<file path="src/rtl/mem_access_arbiter_pkg.sv">
// Shared control definitions for the memory access arbiter: state encoding,
// owner/direction constants and the Moore output decode used by the top.
package mem_access_arbiter_pkg;

   typedef enum logic [1:0] {
      ST_IDLE   = 2'd0,
      ST_ADDR   = 2'd1,
      ST_ACCESS = 2'd2,
      ST_DONE   = 2'd3
   } state_t;

   localparam logic OWN_IF   = 1'b0;
   localparam logic OWN_EX   = 1'b1;
   localparam logic RW_READ  = 1'b1;
   localparam logic RW_WRITE = 1'b0;

   typedef struct packed {
      logic if_grant;
      logic ex_grant;
      logic mar_in_en;
      logic mdr_out_en;
      logic mdr_in_en;
      logic rw;
      logic enable;
      logic if_done;
      logic ex_done;
      logic timeout_err;
   } bus_ctrl_t;

   // Output strobes as a pure function of state, owner, direction and error flag.
   // wr is 1 for an execute write; fetch transactions always carry wr=0.
   function automatic bus_ctrl_t decode_ctrl(input state_t st, input logic owner,
                                             input logic wr, input logic err);
      bus_ctrl_t c;
      c = '0;
      case (st)
         ST_IDLE: begin
            c = '0;
         end
         ST_ADDR: begin
            c.if_grant   = (owner == OWN_IF);
            c.ex_grant   = (owner == OWN_EX);
            c.mar_in_en  = 1'b1;
            c.mdr_out_en = wr;
            c.rw         = wr ? RW_WRITE : RW_READ;
         end
         ST_ACCESS: begin
            c.if_grant   = (owner == OWN_IF);
            c.ex_grant   = (owner == OWN_EX);
            c.enable     = 1'b1;
            c.mdr_out_en = wr;
            c.rw         = wr ? RW_WRITE : RW_READ;
         end
         ST_DONE: begin
            c.if_grant    = (owner == OWN_IF);
            c.ex_grant    = (owner == OWN_EX);
            c.if_done     = (owner == OWN_IF);
            c.ex_done     = (owner == OWN_EX);
            c.mdr_in_en   = ~wr & ~err;
            c.timeout_err = err;
         end
         default: begin
            c = '0;
         end
      endcase
      return c;
   endfunction

endpackage

</file>
<file path="src/rtl/mem_access_arbiter_rr_arbiter2.sv">
// Two-way round-robin pick between fetch and execute requests. When both
// request, the side that did not own the previous transaction wins.
module rr_arbiter2
   import mem_access_arbiter_pkg::*;
(
   input  logic if_req,
   input  logic ex_req,
   input  logic last_owner,
   output logic valid,
   output logic owner
);

   // Combinational pick; owner is only meaningful while valid is high.
   always_comb begin
      valid = if_req | ex_req;
      owner = OWN_IF;
      if (if_req && ex_req) begin
         owner = ~last_owner;
      end else if (ex_req) begin
         owner = OWN_EX;
      end else begin
         owner = OWN_IF;
      end
   end

endmodule

</file>
<file path="src/rtl/mem_access_arbiter.sv">
// Memory port arbiter: grants fetch or execute one MAR/MDR/MFC transaction at
// a time, sequences the memory strobes and aborts on a missing MFC.
module mem_access_arbiter
   import mem_access_arbiter_pkg::*;
#(
   parameter int TIMEOUT_CYCLES = 15,
   parameter int CNT_W          = 4
) (
   input  logic clk,
   input  logic reset,
   input  logic if_req,
   input  logic ex_req,
   input  logic ex_wr,
   input  logic MFC,
   output logic if_grant,
   output logic ex_grant,
   output logic MAR_inEn,
   output logic MDR_outEn,
   output logic MDR_inEn,
   output logic RW,
   output logic Enable,
   output logic if_done,
   output logic ex_done,
   output logic timeout_err
);

   localparam logic [CNT_W-1:0] CNT_LAST = CNT_W'(TIMEOUT_CYCLES - 1);
   localparam logic [CNT_W-1:0] CNT_ONE  = CNT_W'(1);

   state_t           state_r, state_next_s;
   logic             owner_r, owner_next_s;
   logic             wr_r, wr_next_s;
   logic             err_r, err_next_s;
   logic             last_owner_r, last_owner_next_s;
   logic [CNT_W-1:0] cnt_r, cnt_next_s;
   logic             pick_valid_s, pick_owner_s;
   bus_ctrl_t        ctrl_r, ctrl_next_s;

   rr_arbiter2 u_rr (
      .if_req     (if_req),
      .ex_req     (ex_req),
      .last_owner (last_owner_r),
      .valid      (pick_valid_s),
      .owner      (pick_owner_s)
   );

   // Next-state logic for the transaction FSM, owner/direction latch and wait counter.
   always_comb begin
      state_next_s      = state_r;
      owner_next_s      = owner_r;
      wr_next_s         = wr_r;
      err_next_s        = err_r;
      last_owner_next_s = last_owner_r;
      cnt_next_s        = cnt_r;
      case (state_r)
         ST_IDLE: begin
            err_next_s = 1'b0;
            if (pick_valid_s) begin
               owner_next_s = pick_owner_s;
               wr_next_s    = (pick_owner_s == OWN_EX) ? ex_wr : 1'b0;
               state_next_s = ST_ADDR;
            end else begin
               state_next_s = ST_IDLE;
            end
         end
         ST_ADDR: begin
            cnt_next_s   = '0;
            state_next_s = ST_ACCESS;
         end
         ST_ACCESS: begin
            if (MFC) begin
               err_next_s   = 1'b0;
               state_next_s = ST_DONE;
            end else if (cnt_r == CNT_LAST) begin
               err_next_s   = 1'b1;
               state_next_s = ST_DONE;
            end else begin
               cnt_next_s   = cnt_r + CNT_ONE;
               state_next_s = ST_ACCESS;
            end
         end
         ST_DONE: begin
            last_owner_next_s = owner_r;
            state_next_s      = ST_IDLE;
         end
         default: begin
            state_next_s = ST_IDLE;
         end
      endcase
      // Outputs are registered from the decode of the next registered state,
      // so they always equal the Moore decode of the current state.
      ctrl_next_s = decode_ctrl(state_next_s, owner_next_s, wr_next_s, err_next_s);
   end

   // State, latched transaction attributes and registered output strobes.
   always_ff @(posedge clk or posedge reset) begin
      if (reset) begin
         state_r      <= ST_IDLE;
         owner_r      <= OWN_IF;
         wr_r         <= 1'b0;
         err_r        <= 1'b0;
         last_owner_r <= OWN_EX;
         cnt_r        <= '0;
         ctrl_r       <= '0;
      end else begin
         state_r      <= state_next_s;
         owner_r      <= owner_next_s;
         wr_r         <= wr_next_s;
         err_r        <= err_next_s;
         last_owner_r <= last_owner_next_s;
         cnt_r        <= cnt_next_s;
         ctrl_r       <= ctrl_next_s;
      end
   end

   assign if_grant    = ctrl_r.if_grant;
   assign ex_grant    = ctrl_r.ex_grant;
   assign MAR_inEn    = ctrl_r.mar_in_en;
   assign MDR_outEn   = ctrl_r.mdr_out_en;
   assign MDR_inEn    = ctrl_r.mdr_in_en;
   assign RW          = ctrl_r.rw;
   assign Enable      = ctrl_r.enable;
   assign if_done     = ctrl_r.if_done;
   assign ex_done     = ctrl_r.ex_done;
   assign timeout_err = ctrl_r.timeout_err;

endmodule

</file>
<file path="config.mk">
export PLATFORM = sky130hd
export DESIGN_NAME = mem_access_arbiter
export DESIGN_NICKNAME = d
export VERILOG_FILES = /design/src/rtl/mem_access_arbiter_pkg.sv /design/src/rtl/mem_access_arbiter_rr_arbiter2.sv /design/src/rtl/mem_access_arbiter.sv
export SDC_FILE = /design/constraint.sdc
export NUM_CORES = 1
export LEC_CHECK = 0
export CORE_MARGIN = 5
export CORE_UTILIZATION = 54
export DETAILED_ROUTE_END_ITERATION = 6
export MAX_ROUTING_LAYER = met4
export PLACE_DENSITY_LB_ADDON = 0.12
export SYNTH_ARGS = -nofsm -noshare
export SYNTH_HDL_FRONTEND = slang
export SYNTH_SLANG_ARGS = --single-unit
</file>
<file path="constraint.sdc">
create_clock -name clk -period 4 [get_ports clk]
set_input_delay 0.4 -clock clk [delete_from_list [all_inputs] [get_ports clk]]
set_output_delay 0.4 -clock clk [all_outputs]
set_load 0.005 [all_outputs]
</file>
* Word level (Yosys, flattened, before mapping)
Index checks and enable logic that the tools add are counted.
** Word-level totals
- Output and inout port bits :: 10
- Register bits :: 20
- Logic and storage cells :: 64
** Cells by class
- Mux-type cells :: 25
- Add/sub/neg operators :: 1
- Eq/ne operators :: 9
- Bitwise operators :: 6
- Reductions and logical operators :: 7
** Operators by type and width (number)
- two-way mux 1 bit :: 18
- equality test 2 bit (second input constant) :: 4
- two-way mux 4 bit :: 2
- case mux 2 bit (4 select lines) :: 1
- case mux 4 bit (2 select lines) :: 1
- adder 4 x 1 -> 4 bit (second input constant) :: 1
- equality test 2 x 1 -> 1 bit (second input constant) :: 2
- equality test 4 bit (second input constant) :: 1
- logical NOT 2 bit :: 2
- inequality test 2 bit (second input constant) :: 2
- NOT 1 bit :: 4
- case mux 2 bit (2 select lines) :: 1
- two-way mux 3 bit :: 1
- AND reduction 3 bit :: 1
- OR reduction 3 bit :: 1
- case mux 1 bit (2 select lines) :: 1
- nonzero test 2 bit :: 1
- OR reduction 2 bit :: 1
- bitwise AND 1 bit :: 1
- logical AND 1 bit :: 1
- bitwise OR 1 bit :: 1

* Logic depth before layout (Yosys ltp)
Gate-level depths: netlist of run 1.
- Depth in word-level cells :: 8
- Gate-level depth with buffers :: 7
- Gate-level depth less buffers :: 7

* Cells and area by module
Synthesis of run 1 repeated with hierarchy kept, for this count alone.
** Second synthesis, totals
- Cell total of the unflattened synthesis :: 81
- Area total of the unflattened synthesis :: 979.7 um2
** By module, submodules not included
- mem_access_arbiter :: area an instance 965.9 um2, times used 1, cells each 79
- rr_arbiter2 :: area an instance 13.8 um2, times used 1, cells each 2

* Least setup slack after synthesis of run 1
Ideal clock, no wire load.
- Path type :: flip-flop to flip-flop
- Start :: register state_r[0]
- End :: register ctrl_r, in the netlist MDR_outEn
- Setup time :: 0.073 ns
- Period minus slack after synthesis :: 1.626 ns
- Cell stages (with the launch flop) :: 7
- Setup slack :: 2.374 ns
- Arrival :: 1.553 ns
- Path through :: dfrtp_1 -> inv_1 -> ha_1 -> or2b_1 -> o21ai_1 -> ha_1 -> nor2b_1
** RTL lines
- from (decl) :: RTL line mem_access_arbiter.sv:30 : state_t state_r, state_next_s;
- from (signal assigned) :: RTL line mem_access_arbiter.sv:106 : state_r <= state_next_s;
- to (signal assigned) :: RTL line mem_access_arbiter.sv:112 : ctrl_r <= ctrl_next_s;
- to (decl) :: RTL line mem_access_arbiter.sv:37 : bus_ctrl_t ctrl_r, ctrl_next_s;

==> results_dict.tcl, run 1 <==
set metrics [dict create \
    via_count 606 \
    crit_slowest_cell "sky130_fd_sc_hd__dfrtp_1" \
    final_common_cell "sky130_fd_sc_hd__dfrtp_1" \
    placementRows 15 \
    synth-async-reset-ratio_pct 100 \
    critical_path.reg2reg.endpoint "ex_grant" \
    count_of_flip_flops_with_a_built_in_enable_after_synthesis 0 \
    antennaDiodeCount 0 \
    ys_flop_type "sky130_fd_sc_hd__dfrtp_1" \
    chipHeight_microns 51.6 \
    cap_viol_max_count 0 \
    post_route_skew_ps 4.27 \
    clock_latency_ps 290 \
    cts_resized 0 \
    rsz_0062_raised_after_global_routing "false" \
    slew_headroom_pct 50.6 \
    required_ps 4220 \
    crit_chain "inv_1 -> ha_1 -> or2b_1 -> o21ai_1 -> inv_1 -> ha_1 -> nor2b_1" \
    initialDrtViolationCount 6 \
    cts.sink_count 20 \
    hp-class "primary input to async pin" \
    crit_path_start "state_r[0]" \
    worstPathArrival_ps 2100 \
    clk_root_buffer_cell "sky130_fd_sc_hd__clkbuf_4" \
    regArea_sq_um 502 \
    total_leakage_power_nw 0.534 \
    route.detailed.vias_per_inst 5.32 \
    achievable_freq_ghz 0.532 \
    cpLargestDelayFamily "adder cells" \
    first_pass_grt_wire_length_microns 2900 \
    cp.buffers_inverters 2 \
    pwr_density_cell_nw_per_um2 696 \
    wl_met1_microns 726 \
    worstSetupEndpoint "ex_grant" \
    gp_congestion 0.783 \
    critical_path.startpoint_type "flip-flop" \
    grt_overflow 0 \
    netlist_instances 78 \
    drc_errors 0 \
    irDropWorstVdd_mv 0.395 \
    drt-wirelength-per-cell_microns 13.8 \
    top_signal_layer_used "met3" \
    grt_antenna_before_repair 0 \
    drt_first_pass_iters 3 \
    ys_types 32 \
    global_route.usage.total_pct 15.1 \
    critical-path-max-stage-delay_ps 430 \
    path_clk_slew_ps 100 \
    synth.yosys.warnings 0 \
    grt_pass1_vias 694 \
    crit-reg2reg-launch "state_r[0]" \
    fin_crit_sh_pct 47.0 \
    htree_num_levels 1 \
    route.met2.wl_microns 767 \
    wl_met3_microns 76 \
    net_count_synth 95 \
    floorplan.initialDensity_pct 55.3 \
    critical_path_class "flip-flop to flip-flop" \
    place.detailed.hpwl_microns 1230 \
    postSynthRegisterBits 20 \
    cts_buffers 3 \
    floorplan.core_area_sq_um 1690 \
    final_design_area_no_fill_sq_um 1140 \
    syn_to_final_growth_pct 22.3 \
    worstSetupEndpointType "flip-flop" \
    synth.cell_area_sq_um 933 \
    setup.reg_to_reg.worst_slack_ps 2120 \
    final.setup.tns_ps 0 \
    cts_post_setup_buffers_inserted 0 \
    largest_net_degree_at_the_start_of_global_routing 21 \
    antenna_violating_nets_post_route 0 \
    wl_microns 1570 \
    x_dimension_of_the_die_microns 51.6 \
    path_depth 7 \
    synth.yosys.seq_area_share_pct 53.8 \
    synth.avg_cell_area_sq_um 12.0 \
    die-area_sq_um 2660 \
    ff2ff_path_depth 7 \
    nNetsFinal 115 \
    post_cts_hold_buffer_count 0 \
    transition_time_at_the_pin_with_the_least_slew_margin_ps 740 \
    finalWorstPathRequiredPeriod_ps 1880 \
    cts.path.max_buffers 2 \
    final_cell_mix "sky130_fd_sc_hd__dfrtp_1 (19), sky130_fd_sc_hd__clkdlybuf4s50_1 (15), sky130_fd_sc_hd__ha_1 (11)" \
    cp_max_fo 8 \
    ioPinCount 16 \
    detailed_place.area_sq_um 1100 \
    run_status "completed" \
    io_buf_count 15 \
    timing_max_transition_violations_final 0 \
    final_report_hold_violation_count 0 \
    footprint_of_the_multi_input_gates_sq_um 402 \
    final.fill_count 139 \
    final_report_setup_violation_count 0 \
    final_layout_size_suffix_gt1_share_pct 11.3 \
    tritoncts "yes" \
]
==> routing by layer <==
layer  up-vias  global-route usage [%]
li1        302                       -
met5         -                       -
met3         0                    4.30
met4         0                    5.68
met2        12                    23.7
met1       292                    18.5
==> through the flow <==
step | instances | hold slack, ps | total power, mW | setup slack, ps | util (%)
4_1_cts | 114 | 540 | 0.805 | 2110 | 67.6
6_report | 114 | 528 | 0.794 | 2120 | 67.6
5_1_grt | 114 | 568 | 0.868 | 1910 | 67.6
3_5_place_dp | 110 | 515 | 0.689 | 2120 | 65.4
2_1_floorplan | 78 | 363 | 0.549 | 2370 | -
3_3_place_gp | 110 | 499 | 0.681 | 2160 | 65.4
==> state kept, by name, indices dropped and copies added (netlist names) <==
signal / cells
cnt_r: 4
state_r: 2
Enable: 1
MAR_inEn: 1
MDR_inEn: 1
MDR_outEn: 1
RW: 1
err_r: 1
ex_done: 1
ex_grant: 1
if_done: 1
if_grant: 1
last_owner_r: 1
owner_r: 1
timeout_err: 1
wr_r: 1
==> cell usage after synthesis (2+ instances only) <==
library cell / instances / area [sq um]
sky130_fd_sc_hd__dfrtp_1: 19 / 475
sky130_fd_sc_hd__ha_1: 11 / 138
sky130_fd_sc_hd__inv_1: 8 / 30.0
sky130_fd_sc_hd__nand2b_1: 2 / 12.5
sky130_fd_sc_hd__nor2b_1: 3 / 18.8
sky130_fd_sc_hd__and2_1: 3 / 18.8
sky130_fd_sc_hd__nand2_1: 4 / 15.0
sky130_fd_sc_hd__nor2_1: 3 / 11.3
sky130_fd_sc_hd__nor3_1: 2 / 10.0
==> worst min path at each step <==
| stage | end | slack [ps] | cells past startpoint |
|---|---|---|---|
| 3_3_place_gp | last_owner_r | 500 | 1 |
| 4_1_cts | ex_grant | 540 | 2 |
| 3_5_place_dp | last_owner_r | 510 | 1 |
| 5_1_grt | last_owner_r | 570 | 1 |
| 2_1_floorplan | Enable | 360 | 1 |
| 6_report | ex_grant | 530 | 2 |
==> worst reg2reg max path, delay by kind of cell, from the launching register on <==
family,cells,cell delay [ps]
flops,1,430
simple gates,2,380
buf+inv,2,200
compound gates,1,310
fa+ha+maj,2,490
==> cell families (layout without fill, tap and decap cells) <==
family	after synthesis	in the layout	synth area share, %
adder cells (fa/ha/maj)	11	11	14.7
flip-flops	20	20	53.8
multiplexers	2	2	2.28
AO/OA/AOI/OAI	11	11	9.25
AND/OR/NAND/NOR	25	25	15.8
XOR/XNOR	1	1	0.939
buffers and inverters	8	27	3.22
==> power breakdown <==
| part | total, mW | switching (mW) | internal, mW |
|---|---|---|---|
| Clock | 0.110 | 0.0551 | 0.0554 |
| Combinational | 0.355 | 0.174 | 0.181 |
| Sequential | 0.329 | 0.0465 | 0.282 |
| Total | 0.794 | 0.275 | 0.519 |
==> final cells by class <==
class	instances	share of cell area (%)
Clock buffer	4	3.18
Inverter	8	2.63
Multi-Input combinational cell	50	35.2
Sequential cell	20	44.0
Tap cell	17	1.86
Timing Repair Buffer	15	13.2
No activity file was read; power rests on OpenSTA's default activity.
==> run 2, diff against run 1 <==
- CORE_UTILIZATION: 54 -> 50
- clock period: 4 -> 2 ns (I/O delays scaled with it)
==> results_dict.tcl, run 2 (same netlist as run 1, synthesis figures left out) <==
set metrics [dict create \
    wl_microns 1630 \
    hp-class "primary input to async pin" \
    grt_use_met1_pct 17.5 \
    grt_overflow 0 \
    setup.reg_to_reg.worst_slack_ps 240 \
    final_report_setup_violation_count 0 \
    fin_crit_sh_pct 88.2 \
    total_leakage_power_nw 0.541 \
    cts_post_setup_buffers_inserted 0 \
    grt_antenna_before_repair 0 \
    cts_resized 0 \
    final_report_hold_violation_count 0 \
    achievable_freq_ghz 0.567 \
    cp_max_fo 8 \
    chipHeight_microns 53.2 \
    final_layout_size_suffix_gt1_share_pct 13.3 \
    final_design_area_no_fill_sq_um 1160 \
    cts_buffers 3 \
    floorplan.core_area_sq_um 1750 \
    path_clk_slew_ps 110 \
    die-area_sq_um 2830 \
    drt-wirelength-per-cell_microns 13.3 \
    cap_viol_max_count 0 \
    post_route_skew_ps 9.69 \
    drc_errors 0 \
    gp_congestion 0.739 \
    max_ffs_per_register 4 \
    finalWorstPathRequiredPeriod_ps 1760 \
    detailed_place.area_sq_um 1120 \
    required_ps 2240 \
    htree_num_levels 1 \
    rsz_0062_raised_after_global_routing "false" \
    transition_time_at_the_pin_with_the_least_slew_margin_ps 290 \
    largest_registers_in_the_final_layout "cnt_r x4, state_r x2" \
    route.detailed.vias_per_inst 4.98 \
    cts.sink_count 20 \
    irDropWorstVdd_mv 0.837 \
    worstSetupEndpointType "flip-flop" \
    antennaDiodeCount 0 \
    final_cell_mix "sky130_fd_sc_hd__dfrtp_1 (19), sky130_fd_sc_hd__clkdlybuf4s50_1 (15), sky130_fd_sc_hd__ha_1 (11)" \
    grt_most_used_layer "met2" \
    floorplan.initialDensity_pct 53.5 \
    worstPathArrival_ps 2000 \
    grt_pass1_vias 657 \
    cts.path.max_buffers 2 \
    groute.layer.met2.usage_pct 22.2 \
    place.detailed.hpwl_microns 1280 \
    largest-register "cnt_r" \
    first_pass_grt_wire_length_microns 2800 \
    layout.core_utilization_pct 66.6 \
    largest_net_degree_at_the_start_of_global_routing 21 \
    nNetsFinal 116 \
    io_buf_count 15 \
    drt_first_pass_iters 4 \
    clk_root_buffer_cell "sky130_fd_sc_hd__clkbuf_4" \
    global_route.usage.total_pct 14.4 \
    clock_latency_ps 300 \
    tritoncts "yes" \
    x_dimension_of_the_die_microns 53.2 \
    critical_path_class "flip-flop to flip-flop" \
    finalWorstSetupSlack_ps 236 \
    final.setup.tns_ps 0 \
    gr-usage-met3_pct 5.92 \
    initialDrtViolationCount 6 \
    ioPinCount 16 \
    run_status "completed" \
    final_common_cell "sky130_fd_sc_hd__dfrtp_1" \
    timing_max_transition_violations_final 0 \
    via_count 613 \
    post_place_setup_slack_ps 128 \
    critical_path.startpoint_type "flip-flop" \
    placementRows 15 \
    post_cts_hold_buffer_count 0 \
    pwr_density_cell_nw_per_um2 1390 \
    syn_to_final_growth_pct 24.5 \
    antenna_violating_nets_post_route 0 \
    slew_headroom_pct 80.5 \
]
## run 2: path summary, 6_finish.rpt
kind / cells past startpoint / to / from
setup / recovery: 7 / ex_grant / state_r[0]
hold / removal: 3 / cnt_r[3] / reset
setup reg to reg: 7 / ex_grant / state_r[0]
hold reg to reg: 1 / last_owner_r / owner_r
max in group asynchronous: 3 / last_owner_r / reset
min in group clk: 1 / last_owner_r / owner_r
## run 2: layer usage
layer	routed length [microns]	share of wire (%)
met5	0	0
met4	17	1.0
met3	103	6.3
met2	760	47
met1	750	46
## run 2: through the flow
step / cells / hold slack, ps / power [mW]
3_3_place_gp: 119 / 509 / 1.36
4_1_cts: 123 / 213 / 1.63
2_1_floorplan: 78 / 163 / 1.10
5_1_grt: 123 / 241 / 1.75
3_5_place_dp: 119 / 498 / 1.39
6_report: 123 / 206 / 1.61
## run 2: cell type report
cell class                 instances  area [sq um]
fill                             143           583
sequential                        20           502
multi-input combinational         50           405
timing repair buffer              16           158
clock buffer                       4          36.3
tap                               25          31.3
inverter                           8          30.0
## run 2: critical path, cell delays in order, from the launching register on
cell and delay (ps):
sky130_fd_sc_hd__dfrtp_1 410, sky130_fd_sc_hd__inv_1 90, sky130_fd_sc_hd__ha_1 280, sky130_fd_sc_hd__or2b_1 260
sky130_fd_sc_hd__o21ai_2 230, sky130_fd_sc_hd__inv_1 100, sky130_fd_sc_hd__ha_1 210, sky130_fd_sc_hd__nor2b_1 130
## run 2: power breakdown
part	switching [mW]	internal [mW]	leakage, nW
logic	0.360	0.370	0.262
clock network	0.115	0.111	0.0210
registers	0.0929	0.565	0.258
total	0.567	1.05	0.541
==> run 3, diff against run 2 <==
- PLACE_DENSITY_LB_ADDON: 0.12 -> 0.3
- SKIP_CTS_REPAIR_TIMING: default -> 1
==> results_dict.tcl, run 3 (same netlist as run 1, synthesis figures left out) <==
set metrics [dict create \
    run_status "completed" \
    io_buf_count 15 \
    final_layout_size_suffix_gt1_share_pct 12.2 \
    layout.core_utilization_pct 66.0 \
    drc_errors 0 \
    route.detailed.vias_per_inst 4.95 \
    global_route.usage.total_pct 13.7 \
    x_dimension_of_the_die_microns 53.2 \
    cap_viol_max_count 0 \
    place.detailed.hpwl_microns 1260 \
    largest_registers_in_the_final_layout "cnt_r x4, state_r x2" \
    largest_net_degree_at_the_start_of_global_routing 21 \
    clock_latency_ps 290 \
    chipHeight_microns 53.2 \
    slew_headroom_pct 78.8 \
    floorplan.initialDensity_pct 53.5 \
    detailed_place.area_sq_um 1120 \
    cts.sink_count 20 \
    achievable_freq_ghz 0.562 \
    critical-path-max-stage-delay_ps 460 \
    total_leakage_power_nw 0.535 \
    nNetsFinal 116 \
    timing_max_transition_violations_final 0 \
    max_ffs_per_register 4 \
    final.fill_count 141 \
    antenna_violating_nets_post_route 0 \
    drt-wirelength-per-cell_microns 13.0 \
    first_pass_grt_wire_length_microns 2720 \
    wl_met1_microns 753 \
    wl_microns 1600 \
    final_report_setup_violation_count 0 \
    ff2ff_path_depth 6 \
    hp-class "primary input to async pin" \
    irDropWorstVdd_mv 0.815 \
    tritoncts "yes" \
    fin_crit_sh_pct 88.9 \
    post_route_skew_ps 7.39 \
    worstSetupEndpointType "flip-flop" \
    syn_to_final_growth_pct 23.5 \
    transition_time_at_the_pin_with_the_least_slew_margin_ps 316 \
    die-area_sq_um 2830 \
    rsz_0062_raised_after_global_routing "false" \
    grt_antenna_before_repair 0 \
    route.met2.wl_microns 759 \
    ioPinCount 16 \
    htree_num_levels 1 \
    antennaDiodeCount 0 \
    critical_path.startpoint_type "flip-flop" \
    crit_chain "inv_1 -> ha_1 -> a31oi_2 -> o21ai_2 -> ha_1 -> nor2_1" \
    required_ps 2220 \
    final_report_hold_violation_count 0 \
    timing.critical_path.mode_cell "sky130_fd_sc_hd__ha_1" \
    placementRows 15 \
    wl_met3_microns 64 \
    cp_max_fo 6 \
    top_signal_layer_used "met4" \
    grt_overflow 0 \
    finalWorstPathRequiredPeriod_ps 1780 \
    setup.reg_to_reg.worst_slack_ps 220 \
    via_count 609 \
    final_design_area_no_fill_sq_um 1150 \
    drt_first_pass_iters 4 \
    p_total_mw 1.57 \
    worstPathArrival_ps 2000 \
    final_common_cell "sky130_fd_sc_hd__dfrtp_1" \
    path_clk_slew_ps 110 \
    crit_slowest_cell "sky130_fd_sc_hd__dfrtp_1" \
    cts_buffers 3 \
    floorplan.core_area_sq_um 1750 \
    initialDrtViolationCount 14 \
    final_cell_mix "sky130_fd_sc_hd__dfrtp_1 (19), sky130_fd_sc_hd__clkdlybuf4s50_1 (15), sky130_fd_sc_hd__ha_1 (11)" \
    critical_path_class "flip-flop to flip-flop" \
    final.setup.tns_ps 0 \
    largest-register "cnt_r" \
    clk_root_buffer_cell "sky130_fd_sc_hd__clkbuf_4" \
    gp_congestion 0.771 \
    cts.path.max_buffers 2 \
    pwr_density_cell_nw_per_um2 1360 \
    grt_pass1_vias 613 \
    hold_ws_ps 219 \
]
run 3: final cells by class:
cell class,instances,area (sq um),share of cell area (%)
Tap cell,25,31.3,2.71
Timing Repair Buffer,16,158,13.7
Inverter,8,30.0,2.61
Sequential cell,20,502,43.5
Clock buffer,4,26.3,2.28
Multi-Input combinational cell,50,405,35.2
run 3: path summary, 6_finish.rpt:
path,endpoint,from
max,RW,cnt_r[0]
min,ex_done,reset
max reg2reg,RW,cnt_r[0]
min reg2reg,last_owner_r,owner_r
max in group asynchronous,last_owner_r,reset
min in group clk,last_owner_r,owner_r
run 3: critical path: cells and delay by family, from the launching register on:
family	cells	cell delay, ps
adders and majority gates	2	560
AOI/OAI and AO/OA	2	500
DFF	1	460
buffers and inverters	1	80
and+or+nand+nor	1	110
run 3: report_power, final:
part | internal (mW) | total (mW) | switching (mW)
clock network | 0.0774 | 0.188 | 0.110
logic | 0.369 | 0.724 | 0.356
registers | 0.565 | 0.660 | 0.0945
total | 1.01 | 1.57 | 0.561
run 3: per-stage QoR:
stage               setup slack [ps]  cells
finish                           222    123
global route                    66.9    123
CTS                              108    123
detailed placement               146    119
global placement                 244    119
floorplan                        374     78
run 3: per-layer routing:
metal	global-route usage, %	vias up
met5	-	-
li1	-	308
met3	2.82	4
met2	20.4	9
met1	18.3	288
met4	5.11	0
